File: config.mk
export PLATFORM = sky130hd
export DESIGN_NAME = imem_loader
export DESIGN_NICKNAME = d
export VERILOG_FILES = /design/src/rtl/mips_pkg.sv /design/src/rtl/word_packer.sv /design/src/rtl/imem_loader.sv
export SDC_FILE = /design/constraint.sdc
export NUM_CORES = 1
export LEC_CHECK = 0
export ABC_AREA = 0
export CAP_MARGIN = 15
export CORE_MARGIN = 1
export CORE_UTILIZATION = 55
export CTS_BUF_LIST = sky130_fd_sc_hd__clkbuf_8
export CTS_CLUSTER_SIZE = 25
export DETAILED_ROUTE_END_ITERATION = 10
export DONT_BUFFER_PORTS = 1
export PLACE_DENSITY = 0.7
export SETUP_SLACK_MARGIN = 0.4
export SLEW_MARGIN = 30
export SYNTH_ARGS = -nofsm -noshare
export SYNTH_HDL_FRONTEND = slang
export SYNTH_SLANG_ARGS = --single-unit
export TNS_END_PERCENT = 30
File: constraint.sdc
create_clock -name CLOCK_50 -period 5.56 [get_ports CLOCK_50]
set_input_delay 0.556 -clock CLOCK_50 [delete_from_list [all_inputs] [get_ports CLOCK_50]]
set_output_delay 0.556 -clock CLOCK_50 [all_outputs]
set_load 0.05 [all_outputs]
File: src/rtl/mips_pkg.sv
// mips_pkg: shared types and constants for the MIPS boot path.
// The CSUM state only exists when IMEM_LOADER_CSUM_EN is defined.
package mips_pkg;

   localparam int IMEM_WORD_BYTES = 4;
   localparam int IMEM_LEN_BYTES  = 2;

   typedef enum logic [2:0] {
      ST_IDLE   = 3'd0,
      ST_LEN_HI = 3'd1,
      ST_LEN_LO = 3'd2,
      ST_DATA   = 3'd3,
      ST_WRITE  = 3'd4,
`ifdef IMEM_LOADER_CSUM_EN
      ST_CSUM   = 3'd5,
`endif
      ST_DONE   = 3'd6,
      ST_ERR    = 3'd7
   } imem_ld_state_t;

   // Running frame checksum: XOR of every count and data byte.
   function automatic logic [7:0] csum_next(input logic [7:0] acc, input logic [7:0] b);
      return acc ^ b;
   endfunction

endpackage

File: src/rtl/word_packer.sv
// word_packer: shifts stream bytes (MSB first) into a 32-bit word and flags
// the byte that completes it. word_full is asserted together with the
// accepted 4th byte, so the loader can move to its write cycle on that edge.
module word_packer
   import mips_pkg::*;
(
   input  logic        clk,
   input  logic        rst_n,
   input  logic        clr,
   input  logic        shift_en,
   input  logic [7:0]  byte_in,
   output logic [31:0] word,
   output logic        word_full
);

   localparam logic [1:0] LAST_IDX = 2'(IMEM_WORD_BYTES - 1);

   logic [31:0] data_q, data_d;
   logic [1:0]  idx_q, idx_d;

   // Next shift-register contents and byte index.
   always_comb begin
      data_d = data_q;
      idx_d  = idx_q;
      if (clr) begin
         idx_d = 2'd0;
      end else if (shift_en) begin
         data_d = {data_q[23:0], byte_in};
         idx_d  = idx_q + 2'd1;
      end else begin
         idx_d = idx_q;
      end
   end

   // Shift register and index flops.
   always_ff @(posedge clk or negedge rst_n) begin
      if (!rst_n) begin
         data_q <= 32'h0000_0000;
         idx_q  <= 2'd0;
      end else begin
         data_q <= data_d;
         idx_q  <= idx_d;
      end
   end

   assign word      = data_q;
   assign word_full = shift_en && !clr && (idx_q == LAST_IDX);

endmodule

File: src/rtl/imem_loader.sv
// imem_loader: boot-time instruction-memory writer. Takes a framed byte
// stream (16-bit word count, N big-endian words, optional checksum byte),
// writes each word to consecutive word addresses from BASE_ADDR, and holds
// the core in reset for the duration of the load.
// Optional feature macro: IMEM_LOADER_CSUM_EN (trailing XOR checksum byte).
module imem_loader
   import mips_pkg::*;
#(
   parameter logic [31:0] BASE_ADDR = 32'h0000_0000,
   parameter int          MAX_WORDS = 256
) (
   input  logic        CLOCK_50,
   input  logic        rst,
   input  logic        start,
   input  logic        byte_valid,
   input  logic [7:0]  byte_data,
   output logic        byte_ready,
   output logic        wr_en,
   output logic [31:0] wr_addr,
   output logic [31:0] wr_data,
   output logic        core_hold,
   output logic        done,
   output logic        error
);

   localparam logic [31:0] MAX_W = 32'(MAX_WORDS);

   imem_ld_state_t state_q, state_d;
   logic [15:0]    len_q, len_d;
   logic [15:0]    cnt_q, cnt_d;
   logic [31:0]    addr_q, addr_d;
   logic [15:0]    n_s;
   logic [15:0]    cnt_inc_s;
   logic           accept_s;
   logic           clr_s;
   logic           shift_s;
   logic           word_full_s;
`ifdef IMEM_LOADER_CSUM_EN
   logic [7:0]     csum_q, csum_d;
`endif

   assign accept_s  = byte_valid && byte_ready;
   assign n_s       = {len_q[15:8], byte_data};
   assign cnt_inc_s = cnt_q + 16'd1;
   assign clr_s     = start && ((state_q == ST_IDLE) || (state_q == ST_DONE) || (state_q == ST_ERR));
   assign shift_s   = accept_s && (state_q == ST_DATA);

   word_packer u_packer (
      .clk       (CLOCK_50),
      .rst_n     (rst),
      .clr       (clr_s),
      .shift_en  (shift_s),
      .byte_in   (byte_data),
      .word      (wr_data),
      .word_full (word_full_s)
   );

   // State register.
   always_ff @(posedge CLOCK_50 or negedge rst) begin
      if (!rst) begin
         state_q <= ST_IDLE;
      end else begin
         state_q <= state_d;
      end
   end

   // Next-state logic.
   always_comb begin
      state_d = state_q;
      case (state_q)
         ST_IDLE: begin
            if (start) state_d = ST_LEN_HI;
            else       state_d = ST_IDLE;
         end
         ST_LEN_HI: begin
            if (accept_s) state_d = ST_LEN_LO;
            else          state_d = ST_LEN_HI;
         end
         ST_LEN_LO: begin
            if (!accept_s) begin
               state_d = ST_LEN_LO;
            end else if ({16'h0000, n_s} > MAX_W) begin
               state_d = ST_ERR;
            end else if (n_s == 16'h0000) begin
`ifdef IMEM_LOADER_CSUM_EN
               state_d = ST_CSUM;
`else
               state_d = ST_DONE;
`endif
            end else begin
               state_d = ST_DATA;
            end
         end
         ST_DATA: begin
            if (word_full_s) state_d = ST_WRITE;
            else             state_d = ST_DATA;
         end
         ST_WRITE: begin
            if (cnt_inc_s == len_q) begin
`ifdef IMEM_LOADER_CSUM_EN
               state_d = ST_CSUM;
`else
               state_d = ST_DONE;
`endif
            end else begin
               state_d = ST_DATA;
            end
         end
`ifdef IMEM_LOADER_CSUM_EN
         ST_CSUM: begin
            if (!accept_s)                state_d = ST_CSUM;
            else if (byte_data == csum_q) state_d = ST_DONE;
            else                          state_d = ST_ERR;
         end
`endif
         ST_DONE, ST_ERR: begin
            if (start) state_d = ST_LEN_HI;
            else       state_d = state_q;
         end
         default: state_d = ST_IDLE;
      endcase
   end

   // Moore outputs decoded from the registered state.
   always_comb begin
      byte_ready = 1'b0;
      wr_en      = 1'b0;
      core_hold  = 1'b0;
      done       = 1'b0;
      error      = 1'b0;
      case (state_q)
         ST_LEN_HI, ST_LEN_LO, ST_DATA: begin
            byte_ready = 1'b1;
            core_hold  = 1'b1;
         end
`ifdef IMEM_LOADER_CSUM_EN
         ST_CSUM: begin
            byte_ready = 1'b1;
            core_hold  = 1'b1;
         end
`endif
         ST_WRITE: begin
            wr_en     = 1'b1;
            core_hold = 1'b1;
         end
         ST_DONE: done  = 1'b1;
         ST_ERR:  error = 1'b1;
         default: core_hold = 1'b0;
      endcase
   end

   // Count capture, word counter and write address.
   always_comb begin
      len_d  = len_q;
      cnt_d  = cnt_q;
      addr_d = addr_q;
      if (clr_s) begin
         len_d  = 16'h0000;
         cnt_d  = 16'h0000;
         addr_d = BASE_ADDR;
      end else begin
         case (state_q)
            ST_LEN_HI: begin
               if (accept_s) len_d = {byte_data, 8'h00};
               else          len_d = len_q;
            end
            ST_LEN_LO: begin
               if (accept_s) len_d = n_s;
               else          len_d = len_q;
            end
            ST_WRITE: begin
               cnt_d  = cnt_inc_s;
               addr_d = addr_q + 32'd4;
            end
            default: len_d = len_q;
         endcase
      end
   end

`ifdef IMEM_LOADER_CSUM_EN
   // Running checksum over count and data bytes.
   always_comb begin
      csum_d = csum_q;
      if (clr_s) begin
         csum_d = 8'h00;
      end else if (accept_s && ((state_q == ST_LEN_HI) || (state_q == ST_LEN_LO) ||
                                (state_q == ST_DATA))) begin
         csum_d = csum_next(csum_q, byte_data);
      end else begin
         csum_d = csum_q;
      end
   end

   // Checksum register.
   always_ff @(posedge CLOCK_50 or negedge rst) begin
      if (!rst) begin
         csum_q <= 8'h00;
      end else begin
         csum_q <= csum_d;
      end
   end
`endif

   // Datapath registers.
   always_ff @(posedge CLOCK_50 or negedge rst) begin
      if (!rst) begin
         len_q  <= 16'h0000;
         cnt_q  <= 16'h0000;
         addr_q <= BASE_ADDR;
      end else begin
         len_q  <= len_d;
         cnt_q  <= cnt_d;
         addr_q <= addr_d;
      end
   end

   assign wr_addr = addr_q;

endmodule

=== After elaboration in Yosys (flattened, before gate mapping) ===
Cells that the tools add are included.

* Flip-flop bits (word level): 101
* Output and inout port bits: 69
* Word-level logic and storage cells: 69

* Add/subtract/negate cells: 3
* Magnitude comparators: 1
* Equality and inequality tests: 12
* Multiplexer cells: 24
* Bitwise logic cells: 1
* Reductions and logical operators: 21

{| class="wikitable"
|+ Operators with widths
! operator !! number
|-
| $mux 16 || 4
|-
| $mux 32 || 2
|-
| $add 32x3->32 const B || 1
|-
| $pmux 16 s2 || 1
|-
| $mux 3 || 6
|-
| $pmux 3 s6 || 1
|-
| $add 16x1->16 const B || 1
|-
| $eq 16x16->1 || 1
|-
| $gt 16x9->1 const B || 1
|-
| $logic_not 16->1 || 1
|-
| $eq 3x3->1 const B || 3
|-
| $mux 8 || 1
|-
| $reduce_bool 2->1 || 4
|-
| $eq 3x2->1 const B || 2
|-
| $mux 1 || 6
|-
| $mux 2 || 3
|-
| $ne 3x2->1 const B || 2
|-
| $reduce_and 3->1 || 2
|-
| $logic_and 1x1->1 || 5
|-
| $reduce_or 4->1 || 1
|-
| $eq 3x1->1 const B || 1
|-
| $logic_not 3->1 || 1
|-
| $reduce_bool 3->1 || 1
|-
| $reduce_or 3->1 || 1
|-
| other kinds (9) || 10
|}

=== Depth between registers and ports, before layout ===
* Depth in word-level cells: 9
* Gate-level depth with buffers: 10

=== Modules after synthesis ===
A second synthesis with hierarchy kept.

* Cells, all modules: 497
* Area total of the unflattened synthesis: 5183.7 µm²

{| class="wikitable"
|+ Modules (own cells, without submodules)
! module !! times used !! cells an instance !! area an instance (µm²)
|-
| imem_loader || 1 || 420 || 3733.6
|-
| word_packer || 1 || 77 || 1450.1
|}

=== Worst setup path after synthesis ===
Ideal clock, no wire load.

* Path type: register to register
* From: register addr_q[6] (netlist: wr_addr[6])
* To: register addr_q[31] (netlist: wr_addr[31])
* Library setup time: 0.129 ns
* Arrival time: 2.028 ns
* Data required time: 5.431 ns
* Slack: 3.402 ns
* Stages on the path, launching flop included: 7
* Clock period less this slack: 2.158 ns
* Cell sequence: dfrtp_1 -> nand4_4 -> or3_4 -> nor4_4 -> nand3_1 -> xor2_1 -> nor2_2

* Longest elaborated chain between the ends: 3

{| class="wikitable"
|+ RTL lines
! element !! line !! RTL
|-
| from (decl) || imem_loader.sv:31 || <nowiki>logic [31:0] addr_q, addr_d;</nowiki>
|-
| from (signal assigned) || imem_loader.sv:213 || <nowiki>addr_q <= addr_d;</nowiki>
|-
| $add 32x3->32 || imem_loader.sv:173 || <nowiki>addr_d = addr_q + 32'd4;</nowiki>
|-
| $mux 32 || imem_loader.sv:162 || <nowiki>case (state_q)</nowiki>
|-
| $mux 32 || imem_loader.sv:157 || <nowiki>if (clr_s) begin</nowiki>
|}

No other way between the ends. The select of a mux whose other input is x is not followed.
A chain may end at the register's enable or synchronous reset.

=== Worst setup path in the final report ===
* From: register state_q[2]
* To: register addr_q[15] (netlist: wr_addr[15])

* Longest elaborated chain between the ends: 5
* Elaborated cells between the ends (all ways): 9

{| class="wikitable"
|+ RTL lines
! element !! line !! RTL
|-
| from (decl) || imem_loader.sv:28 || <nowiki>imem_ld_state_t state_q, state_d;</nowiki>
|-
| from (signal assigned) || imem_loader.sv:63 || <nowiki>state_q <= state_d;</nowiki>
|-
| $eq 3x3->1 or $logic_not 3->1 (tied branches) || imem_loader.sv:45 || <nowiki>assign clr_s = start && ((state_q == ST_IDLE) || (state_q == ST_DONE) || (state_q == ST_ERR));</nowiki>
|-
| $logic_or 1x1->1 (2 in series) || imem_loader.sv:45 ||
|-
| $logic_and 1x1->1 || imem_loader.sv:45 ||
|-
| $mux 32 or $reduce_bool 2->1 (tied branches) || -- ||
|}

Parallel ways exist; a longest one is shown, timed or not.

==> flow_summary.yaml <==
cts:
  clk_latency_ps: 360
  htree_levels: 3
  cts_root_buf: "clkbuf_8"
  numClockSinks: 99
  cts_buffer_depth: 2
  cts_tree: "yes"
  cts_buffers: 9
  ctsResizeCount: 0
  clkTransAtPathRegs_ps: 100
  post-cts-setup-buffer-count: 0
critical_path:
  worst_setup_path_end_kind: "register"
  rrSetupSlack_ps: 2710
  crit_type: "reg -> reg"
  cp-start-kind: "register"
  reg2reg_depth: 7
  worst_ep_arrival_time_ps: 3090
  cp.required_ps: 5790
  worstPathMaxFanout: 21
  r2r-start: "state_q[2]"
  r2r_end: "wr_addr[15]"
grt:
  grt_max_degree: 100
  grt_pass1_wl_um: 16900
  grt_pass1_vias: 3423
  grt-ovfl-total: 0
  gr-usage-all-layers_pct: 22.3
  antenna_found_initial: 0
cells_and_area:
  num_antenna_cells: 0
  fin_util_pct: 60.4
  drive_above_1_share_pct: 15.6
  final_cells: 577
  area_growth_syn_to_layout_pct: 6.07
  nFillCells: 699
  fin_nets: 480
drt:
  drt_iter0_drc: 144
  routed_via_density: 5.93
  wl_per_cell_um: 16.8
  detailroute.via_count: 3424
  firstDrtPassIters: 5
  postRouteAntennaNets: 0
  wirelength_um: 9670
  route.detailed.drc: 0
synth:
  yosysWarnings: 0
  synth-seq-cells: 99
  synth_ff_type: "dfrtp_1"
  synth_area_leader_cell: "dfrtp_1"
  synth_commonest_cells: "dfrtp_1 (99), nor2_1 (48), nand2_1 (38), mux2_2 (32), xor2_1 (32)"
  synth_top_area_share_pct: 49.9
  synthCells: 475
  yosysUniqueCellTypes: 56
  synthArstFlopShare_pct: 100
  netlist_area_mm2: 0.00497
  ys_seq_area_share_pct: 49.9
  synth.area.top_cells: "dfrtp_1 (50%), mux2_2 (7.3%), xor2_1 (5.6%), xnor2_1 (5.3%), nor2_1 (3.6%)"
  avgSynthCellArea_um2: 10.5
  synth_edf_count: 0
  synth_most_common_cell: "dfrtp_1"
sta:
  slew_violations: 0
  tightest_slew_ps: 875
  finalCriticalPeriod_ps: 2850
  hold_viol: 0
  setup_violations: 0
  finClkSkew_ps: 8.33
  fin_crit_sh_pct: 51.3
  slew_headroom_pct: 41.5
  max_freq_ghz: 0.351
  final.setup.tns_ps: 0
  rsz0062_at_grt: "no"
die:
  rows: 34
  core_mm2: 0.00872
  ios: 81
  die_x_um: 97.0
  dieArea_mm2: 0.00942
  start_util_pct: 57.0
  die_h_um: 97.0
placed_design:
  port_buffers: 0
  dp_cells: 561
  hpwlAfterDp_um: 6590
  gp_congestion: 0.784
worst_hold_path:
  hp-class: "in -> async"
power_and_ir_drop:
  leakagePower_nw: 2.30
  irDropWorstVdd_uv: 441
  power_density_mw_per_mm2: 585
run_status:
  outcome: "finished clean"
job:
  maxCapViolCount: 0
[routing by layer]
metal	wire [um]	vias up	track usage, %
met5	0	-	0
met4	140	0	7.69
met3	619	12	6.21
met2	4500	92	34.0
met1	4400	1690	30.9
li1	-	1630	-
[critical path: stages, from the launching register on]
cell	delay (ps)
dfrtp_1	700
nand2_2	320
inv_2	550
nand4_2	360
nor3_1	400
nand4_1	160
xor2_1	170
nor2_1	60
[where the power goes]
group	total, mW	internal [mW]	switching [mW]
clock network	0.499	0.253	0.247
logic	0.841	0.405	0.436
registers	1.74	0.949	0.792
total	3.08	1.61	1.47
[area by class of cell]
cell class / count / area [um2] / area share (%)
Clock buffer: 9 / 124 / 2.35
Clock inverter: 6 / 91.3 / 1.73
Inverter: 10 / 37.5 / 0.712
Multi-Input combinational cell: 342 / 2360 / 44.8
Sequential cell: 99 / 2480 / 47.0
Tap cell: 108 / 135 / 2.56
Timing Repair Buffer: 3 / 42.5 / 0.807
[flip-flops by register name (all words and copies together) (netlist names)]
register and flops:
cnt_q 16, len_q 16, state_q 3, u_packer.idx_q 2
u_packer.word 32, wr_addr 30
[metrics by stage]
step	total power, mW	hold slack, ps	setup WS, ps	cell area, um2
2_1_floorplan	2.40	260	3400	4970
3_3_place_gp	2.54	265	2850	5020
3_5_place_dp	2.58	265	2710	5030
4_1_cts	3.10	127	2690	5270
5_1_grt	3.26	138	2430	5270
6_report	3.08	98.5	2710	5270
[cells in the final DEF (no fill, tap or decap), types with 4 or more instances in the layout]
master	netlist	routed
nor4_1	4	4
xnor2_1	30	29
nor2_1	48	48
a22o_1	8	8
and3_1	7	7
nand3_1	24	24
inv_1	9	9
a31oi_1	6	6
xor2_1	32	32
nor3_1	9	9
mux2_2	32	32
o21ai_0	24	24
nor2_2	4	4
nand4_1	12	12
clkbuf_8	0	9
dfrtp_1	99	99
nand2_1	38	38
a21oi_1	16	16
[what timing repair did]
item | CTS | global route
endpoints found under the setup margin | 0 | 0
hold buffers | 1 | 0
hold endpoints to repair | 99 | 0
[logic make-up (layout without fill, tap and decap cells)]
kind of cell,after synthesis,count (layout),share of synthesized area (%)
adder cells (fa/ha/maj),3,3,0.756
other,1,2,0.0755
flip-flops,99,99,49.9
XOR/XNOR,62,62,10.9
AND/OR/NAND/NOR,173,173,19.1
AO/OA/AOI/OAI,66,66,8.14
multiplexers,36,36,8.09
buffers and inverters,35,28,3.05
[worst max path at each step]
stage                             end  cells past startpoint       start  slack [ps]
after floorplan                 wr_en                      6  state_q[0]        3400
after detailed placement  wr_addr[29]                      8  state_q[0]        2710
after global placement    wr_addr[15]                      8  state_q[0]        2850
after CTS                 wr_addr[29]                      8  state_q[0]        2690
after global routing      wr_addr[29]                      8  state_q[0]        2430
final                     wr_addr[15]                      7  state_q[2]        2710
Note: power is estimated with default switching activity, not from simulation.
